## src/rtl/uart_arb_pkg.sv

```systemverilog
// Shared types and constants for the two-channel UART transmit arbiter.
package uart_arb_pkg;

    typedef enum logic [2:0] {
        IDLE   = 3'd0,
        LOAD   = 3'd1,
        STROBE = 3'd2,
        DRAIN  = 3'd3,
        GAP    = 3'd4
    } arb_state_e;

    // Channel indices: image dump stream and debug/status text stream.
    localparam int CH_IMG = 0;
    localparam int CH_DBG = 1;

    localparam int DEF_SETUP_CYCLES = 16;
    localparam int DEF_BUSY_TIMEOUT = 1023;
    localparam int CNT_W            = 16;

    // One byte as offered by a requester and held for the transmitter.
    typedef struct packed {
        logic       last;
        logic [7:0] data;
    } tx_byte_t;

    // State counters stop at all-ones rather than wrapping.
    function automatic logic [CNT_W-1:0] sat_inc(input logic [CNT_W-1:0] v);
        return (v == '1) ? v : v + 1'b1;
    endfunction

endpackage

```

## src/rtl/uart_arb_rr.sv

```systemverilog
// Two-way round-robin picker: the lone requester wins, a tie goes to the
// channel that was not served last.
module uart_arb_rr
    import uart_arb_pkg::*;
(
    input  logic [1:0] valid,
    input  logic       last_served,   // 1 = debug channel was served last
    output logic [1:0] pick
);

    // One-hot pick, purely combinational.
    always_comb begin
        pick         = 2'b00;
        pick[CH_IMG] = valid[CH_IMG] & (~valid[CH_DBG] | last_served);
        pick[CH_DBG] = valid[CH_DBG] & (~valid[CH_IMG] | ~last_served);
    end

endmodule

```

## src/rtl/uart_tx_arbiter.sv

```systemverilog
// Frame-atomic arbiter sharing one UART transmitter between the image dump
// stream and the debug text stream, with setup/strobe/drain sequencing of WR.
module uart_tx_arbiter
    import uart_arb_pkg::*;
#(
    parameter int SETUP_CYCLES = DEF_SETUP_CYCLES,
    parameter int BUSY_TIMEOUT = DEF_BUSY_TIMEOUT
) (
    input  logic       clk,
    input  logic       rst_n,
    input  logic       ch0_valid,
    input  logic [7:0] ch0_data,
    input  logic       ch0_last,
    output logic       ch0_ready,
    input  logic       ch1_valid,
    input  logic [7:0] ch1_data,
    input  logic       ch1_last,
    output logic       ch1_ready,
    output logic [7:0] tx_data,
    output logic       tx_wr,
    input  logic       tx_busy,
    output logic [1:0] grant,
    output logic       timeout_err
);

    localparam logic [CNT_W-1:0] SETUP_LAST   = CNT_W'(SETUP_CYCLES - 1);
    localparam logic [CNT_W-1:0] TIMEOUT_LAST = CNT_W'(BUSY_TIMEOUT - 1);

    arb_state_e       state_q, state_d;
    logic [CNT_W-1:0] cnt_q;
    tx_byte_t         cap_q, cap_d;
    tx_byte_t         ch0_byte, ch1_byte, owner_byte;
    logic [1:0]       grant_d, pick;
    logic             ready0_d, ready1_d, err_d;
    logic             last_srv_q, last_srv_d;
    logic             owner_valid;

    assign ch0_byte    = {ch0_last, ch0_data};
    assign ch1_byte    = {ch1_last, ch1_data};
    assign owner_valid = grant[CH_DBG] ? ch1_valid : ch0_valid;
    assign owner_byte  = grant[CH_DBG] ? ch1_byte  : ch0_byte;
    assign tx_data     = cap_q.data;

    uart_arb_rr u_rr (
        .valid       ({ch1_valid, ch0_valid}),
        .last_served (last_srv_q),
        .pick        (pick)
    );

    // FSM state register.
    always_ff @(posedge clk or negedge rst_n) begin
        if (!rst_n) state_q <= IDLE;
        else        state_q <= state_d;
    end

    // Next state, capture, grant and handshake decisions.
    always_comb begin
        state_d    = state_q;
        cap_d      = cap_q;
        grant_d    = grant;
        last_srv_d = last_srv_q;
        ready0_d   = 1'b0;
        ready1_d   = 1'b0;
        err_d      = timeout_err;
        case (state_q)
            IDLE: begin
                if (pick != 2'b00) begin
                    grant_d  = pick;
                    ready0_d = pick[CH_IMG];
                    ready1_d = pick[CH_DBG];
                    cap_d    = pick[CH_DBG] ? ch1_byte : ch0_byte;
                    state_d  = LOAD;
                end
            end
            LOAD: begin
                if (cnt_q >= SETUP_LAST) state_d = STROBE;
            end
            STROBE: begin
                if (tx_busy) begin
                    state_d = DRAIN;
                end else if (cnt_q >= TIMEOUT_LAST) begin
                    err_d   = 1'b1;
                    state_d = DRAIN;
                end
            end
            DRAIN: begin
                // Busy stuck high here is waited out indefinitely.
                if (!tx_busy) begin
                    if (cap_q.last) begin
                        grant_d    = 2'b00;
                        last_srv_d = grant[CH_DBG];
                        state_d    = IDLE;
                    end else begin
                        state_d = GAP;
                    end
                end
            end
            GAP: begin
                // Only the owner may continue its frame.
                if (owner_valid) begin
                    ready0_d = grant[CH_IMG];
                    ready1_d = grant[CH_DBG];
                    cap_d    = owner_byte;
                    state_d  = LOAD;
                end
            end
            default: state_d = IDLE;
        endcase
    end

    // Datapath and registered outputs; counter restarts on every state change.
    always_ff @(posedge clk or negedge rst_n) begin
        if (!rst_n) begin
            cnt_q       <= '0;
            cap_q       <= '0;
            grant       <= 2'b00;
            ch0_ready   <= 1'b0;
            ch1_ready   <= 1'b0;
            tx_wr       <= 1'b0;
            timeout_err <= 1'b0;
            last_srv_q  <= 1'(CH_DBG);
        end else begin
            cnt_q       <= (state_d != state_q) ? '0 : sat_inc(cnt_q);
            cap_q       <= cap_d;
            grant       <= grant_d;
            ch0_ready   <= ready0_d;
            ch1_ready   <= ready1_d;
            tx_wr       <= (state_d == STROBE);
            timeout_err <= err_d;
            last_srv_q  <= last_srv_d;
        end
    end

endmodule

```

## config.mk

```make
export PLATFORM = sky130hd
export DESIGN_NAME = uart_tx_arbiter
export DESIGN_NICKNAME = d
export VERILOG_FILES = /design/src/rtl/uart_arb_pkg.sv /design/src/rtl/uart_arb_rr.sv /design/src/rtl/uart_tx_arbiter.sv
export SDC_FILE = /design/constraint.sdc
export NUM_CORES = 1
export LEC_CHECK = 0
export CORE_MARGIN = 2
export CORE_UTILIZATION = 53
export CTS_BUF_LIST = sky130_fd_sc_hd__clkbuf_16
export DETAILED_ROUTE_END_ITERATION = 8
export PLACE_DENSITY = 0.8
export SETUP_SLACK_MARGIN = 0.5
export SYNTH_ARGS = -nofsm -noshare
export SYNTH_HDL_FRONTEND = slang
export SYNTH_HIERARCHICAL = 1
export SYNTH_SLANG_ARGS = --single-unit
export TNS_END_PERCENT = 30
```

## constraint.sdc

```tcl
create_clock -name clk -period 2.7 [get_ports clk]
set_input_delay 0.405 -clock clk [delete_from_list [all_inputs] [get_ports clk]]
set_output_delay 0.405 -clock clk [all_outputs]
set_load 0.03 [all_outputs]
```

# Word level (Yosys, flattened, before mapping)

Cells that the tools add are included.
Widths: inputs -> output; s select.

Add/sub/neg operators: 1
$lt $le $gt $ge: 2
Eq/ne operators: 12
Mux-type cells: 26
Bitwise logic cells: 8
Reductions and logical operators: 8

Operators by type and width:

| operator              | number |
|---|---|
| $mux 9                | 4 |
| $mux 16               | 2 |
| $mux 3                | 7 |
| $pmux 9 s2            | 1 |
| $add 16x1->16 const B | 1 |
| $eq 16x16->1 const B  | 1 |
| $ge 16x10->1 const B  | 1 |
| $ge 16x4->1 const B   | 1 |
| $pmux 3 s5            | 1 |
| $ne 2x2->1 const B    | 5 |
| $eq 3x2->1 const B    | 3 |
| $reduce_and 3->1      | 3 |
| $mux 2                | 3 |
| $reduce_bool 2->1     | 3 |
| $mux 1                | 5 |
| $not 1->1             | 4 |
| $pmux 1 s2            | 2 |
| $pmux 2 s2            | 1 |
| $reduce_and 4->1      | 1 |
| $eq 3x1->1 const B    | 1 |
| $eq 3x3->1 const B    | 1 |
| $logic_not 3->1       | 1 |
| $ne 3x3->1            | 1 |
| $and 1x1->1           | 2 |
| $or 1x1->1            | 2 |

Bits in registers: 35
Input bits: 23
Output and inout port bits: 14
Logic and storage cells: 67

# Depth between registers and ports, before layout

Word-level depth: 8
Mapped depth: 8
Gate-level depth less buffers: 7

# By module

The synthesis kept the hierarchy.

Modules (own cells, without submodules):

| module          | times used | cells an instance | area an instance (um2) | sequential area each (um2) |
|---|---|---|---|---|
| uart_tx_arbiter | 1          | 201               | 2085.8                 | 877.1 |
| uart_arb_rr     | 1          | 3                 | 18.8                   | 0.0 |

# Worst setup path before layout

Ideal clock, no wire load.

Path kind: register to register
From: register grant[1]
To: register cnt_q[1]
Library setup time: 0.125 ns
Arrival: 1.887 ns
Data required time: 2.575 ns
Slack: 0.688 ns
Cell stages (with the launch flop): 7
Path buffers: 1
Clock period less this slack: 2.012 ns
Cell sequence: dfrtp_1 > mux2_2 > o211ai_2 > o311ai_4 > a32oi_4 > buf_6 > nor3_2

Word-level cells in the longest chain between the ends: 5
Elaborated cells between the ends (all ways): 6
Those cells by class: 2 x eq/ne; 4 x mux

RTL lines:

| element                                                       | line                   | source |
|---|---|---|
| start, declared                                               | uart_tx_arbiter.sv:22  | `output logic [1:0] grant,` |
| start signal, assigned                                        | uart_tx_arbiter.sv:125 | `grant <= grant_d;` |
| $mux 1 *                                                      | uart_tx_arbiter.sv:40  | `assign owner_valid = grant[CH_DBG] ? ch1_valid : ch0_valid;` |
| $mux 3 *                                                      | uart_tx_arbiter.sv:100 | `if (owner_valid) begin` |
| $pmux 3 s5 *                                                  | uart_tx_arbiter.sv:65  | `case (state_q)` |
| $ne 3x3->1 *                                                  | uart_tx_arbiter.sv:123 | `cnt_q <= (state_d != state_q) ? '0 : sat_inc(cnt_q);` |
| $ne 2x2->1 (no source line) / $mux 16 (equally long branches) | --                     |  |
| end signal, assigned                                          | uart_tx_arbiter.sv:123 |  |
| end, declared                                                 | uart_tx_arbiter.sv:30  | `logic [CNT_W-1:0] cnt_q;` |

Mark *: on every way between the ends. The rest lies on a longest branch, timed or not.
A chain may end at the register's enable or synchronous reset.

# Worst setup path after layout

From: input port ch1_valid
To: register cnt_q[11]

Elaborated cells between the ends (all ways): 12
Those cells by class: 2 x eq/ne; 5 x mux; 4 x bitwise; 1 x reduce/logical

RTL lines:

| element                                                       | line                   | source |
|---|---|---|
| start, declared                                               | uart_tx_arbiter.sv:15  | `input logic ch1_valid,` |
| $and 1x1->1 *                                                 | uart_arb_rr.sv:15      | `pick[CH_DBG] = valid[CH_DBG] & (~valid[CH_IMG] \| ~last_served);` |
| named net pick[1]                                             | uart_tx_arbiter.sv:33  | `logic [1:0] grant_d, pick;` |
| $reduce_bool 2->1 *                                           | uart_tx_arbiter.sv:67  | `if (pick != 2'b00) begin` |
| $mux 3 *                                                      | uart_tx_arbiter.sv:67  |  |
| $pmux 3 s5 *                                                  | uart_tx_arbiter.sv:65  |  |
| $ne 3x3->1 *                                                  | uart_tx_arbiter.sv:123 |  |
| $ne 2x2->1 (no source line) / $mux 16 (equally long branches) | --                     |  |

The timed path passes the listed nets; every way through them passes the cells marked *.

==> impl_metrics.py <==
metrics = {
    "place": {
        "place.port_buffers": 36,
        "dp_cells": 276,
        "place_congestion": 0.811,
        "hpwl_um": 2990,
    },
    "setup_path": {
        "worstPathArrival_ns": 2.28,
        "r2r-start": "last_srv_q",
        "endpoint_kind": "register",
        "path_depth": 8,
        "path_cells": "clkdlybuf4s50_1 > a21boi_0 > or3_1 > o211ai_2 > o311ai_4 > a32oi_4 > buf_6 > nor3_1",
        "start_kind": "primary input",
        "timing.rr.end": "cnt_q[11]",
        "cp_max_fo": 16,
        "worstPathRequired_ns": 2.84,
        "path_buf_inv": 2,
        "crit_slowest_cell": "clkdlybuf4s50_1",
        "path_delay_family": "buffers and inverters",
        "critPathKind": "primary input to register",
        "cpPeakStageDelay_ns": 0.46,
        "reg2reg_slack_ns": 0.67,
        "ff2ff_path_depth": 7,
    },
    "global_routing": {
        "grt_usage_pct": 21.0,
        "antenna_found_initial": 0,
        "grt_max_degree": 36,
        "grt_pass1_vias": 1548,
        "grt-ovfl-total": 0,
        "grt_pass1_wl_um": 7040,
    },
    "route": {
        "drtPass1Iterations": 4,
        "drt_iter0_drc": 141,
        "vias": 1614,
        "detail_route.wl_per_cell_um": 14.8,
        "routed_wl_um": 4200,
        "vias_per_cell": 5.70,
        "drc": 0,
        "ant_nets": 0,
    },
    "final_layout": {
        "fin_cells": 283,
        "area_growth_pct": 24.0,
        "final_nets": 260,
        "drive_gt1_share_pct": 18.7,
        "diodes": 0,
    },
    "sta": {
        "period_share_pct": 79.4,
        "report.final.hold_viol_count": 0,
        "slew_headroom_pct": 49.2,
        "final.setup.tns_ns": 0,
        "rsz0062_at_grt": "true",
        "whs_ns": 0.464,
        "skew_ns": 0.00550,
        "fin_crit_ns": 2.14,
        "worst_pin_slew_ns": 0.752,
        "setup_violations": 0,
        "final_max_slew_viol_count": 0,
        "fmaxAchievable_ghz": 0.466,
    },
    "clock_tree": {
        "clk_pin_slew_ns": 0.05,
        "cts-root-buf": "clkbuf_16",
        "cts_tree": "built",
        "cts_buffers": 5,
        "cts_buffer_depth": 2,
        "clk-insertion-delay-late_ns": 0.28,
        "cts_num_sinks": 35,
        "htree_num_levels": 2,
    },
    "synthesis": {
        "synthMuxAreaShare_pct": 6.90,
        "synth_top_area_share_pct": 40.4,
        "ys_async_sr_fraction_pct": 100,
        "syn_avg_cell_area_um2": 10.3,
        "ys_top_cells_by_area": "dfrtp_1, nor3_2, mux2i_1, buf_4, xnor2_1",
        "netlist_instances": 204,
        "post_synth_instance_area_um2": 2100,
        "synth_top_family_by_area": "simple AND/OR/NAND/NOR gates",
        "synth_xor_xnor_area_share_pct": 4.99,
        "synth_compound_area_share_pct": 14.5,
        "synthAdderAreaFrac_pct": 1.19,
        "synth-edff-count": 0,
        "yosys.area_share.simple_pct": 24.3,
        "yosysMostFrequentCell": "dfrtp_1",
        "synth_seq_area_share_pct": 41.7,
        "synth.largest_area_cell": "dfrtp_1",
        "ys_seq_elements": 35,
        "yosysUniqueCellTypes": 48,
        "synth_ff_type": "dfrtp_1",
        "yosys-top-cells-count": "dfrtp_1, nor2_1, nor3_2",
        "synth_nets": 229,
        "yosys_warnings": 6,
    },
    "die": {
        "initial_utilization_pct": 56.2,
        "fp.dieW_um": 67.0,
        "dieArea_um2": 4490,
        "core_um2": 3740,
        "fp-row-count": 22,
        "io_pins": 37,
        "fp.dieH_um": 67.0,
    },
    "worst_hold_path": {
        "min_path_type": "register to register",
        "worstHoldStart": "timeout_err",
        "holdPathStages": 1,
        "hold_path_end": "timeout_err",
    },
    "power_and_ir_drop": {
        "ir_worst_vdd_mv": 0.357,
        "power_density_nw_per_um2": 839,
        "leakage_nw": 1.06,
        "total_power_w": 0.00219,
    },
    "run": {
        "maxCapViolCount": 0,
    },
    "status": {
        "status": "finished, final reports clean",
    },
}
==> per-stage QoR <==
step / utilization [%] / instance area (um2) / setup WS [ns]
CTS: 69.1 / 2590 / 0.508
finish: 69.7 / 2610 / 0.556
global route: 69.7 / 2610 / 0.497
floorplan: - / 2100 / 0.688
detailed placement: 65.4 / 2450 / 0.212
global placement: 65.4 / 2450 / 0.330
==> flip-flops by register name, summed over array words and instances, names as in the netlist <==
signal and flops:
last_srv_q 1, state_q 3, tx_data 8, cap_q 1
timeout_err 1, grant 2, ch0_ready 1, cnt_q 16
tx_wr 1, ch1_ready 1
==> layout by cell type (no fill, tap or decap), types with 3 or more instances in the layout <==
master	n
nor3_2	12
buf_4	3
dfrtp_1	34
nand3_1	7
inv_1	8
nor2_1	14
xnor2_1	7
nand2_1	12
o21ai_0	6
a21oi_1	11
and3_1	5
clkdlybuf4s50_1	36
nor3_1	11
mux2i_1	10
nand3_2	3
clkbuf_16	5
o211ai_1	3
xor2_1	5
==> kinds of logic (layout without fill, tap and decap cells) <==
family          after synthesis  after routing
simple gates                 80             80
compound gates               38             38
flops                        35             35
buf+inv                      24             55
mux                          13             13
xor+xnor                     12             12
fa+ha+maj                     2              2
==> repair_timing <==
action	in CTS	in global routing
endpoints found under the setup margin	1	24
gates cloned	0	0
resized for setup	1	4
hold buffers	0	0
buffers inserted	0	0
==> layer usage <==
metal  track usage [%]  share of wire, %  wire (um)
met2              34.8                48       2020
met5                 0                 0          0
met1              25.6                46       1930
met3              5.91               4.7        197
met4              8.42               1.2         49
==> final cells by class <==
cell class / instances / area [um2]
Inverter: 8 / 30.0
Tap cell: 48 / 60.1
Fill cell: 286 / 1130
Timing Repair Buffer: 40 / 394
Sequential cell: 35 / 877
Clock inverter: 2 / 8.76
Multi-Input combinational cell: 145 / 1110
Clock buffer: 5 / 125
==> how the worst max path moves through the flow <==
| stage | startpoint | slack (ns) | end |
|---|---|---|---|
| 6_report | ch1_valid | 0.56 | cnt_q[11] |
| 5_1_grt | ch1_valid | 0.50 | cnt_q[11] |
| 4_1_cts | ch1_valid | 0.51 | tx_data[4] |
| 3_5_place_dp | ch1_valid | 0.21 | cnt_q[11] |
| 3_3_place_gp | ch1_valid | 0.33 | cnt_q[12] |
| 2_1_floorplan | grant[1] | 0.69 | cnt_q[1] |
==> power by group <==
group / switching [W] / internal, W
clock: 0.000201 / 0.000331
combinational: 0.000513 / 0.000369
sequential: 0.000124 / 0.000650
total: 0.000838 / 0.00135
(Power assumes the default switching activity.)
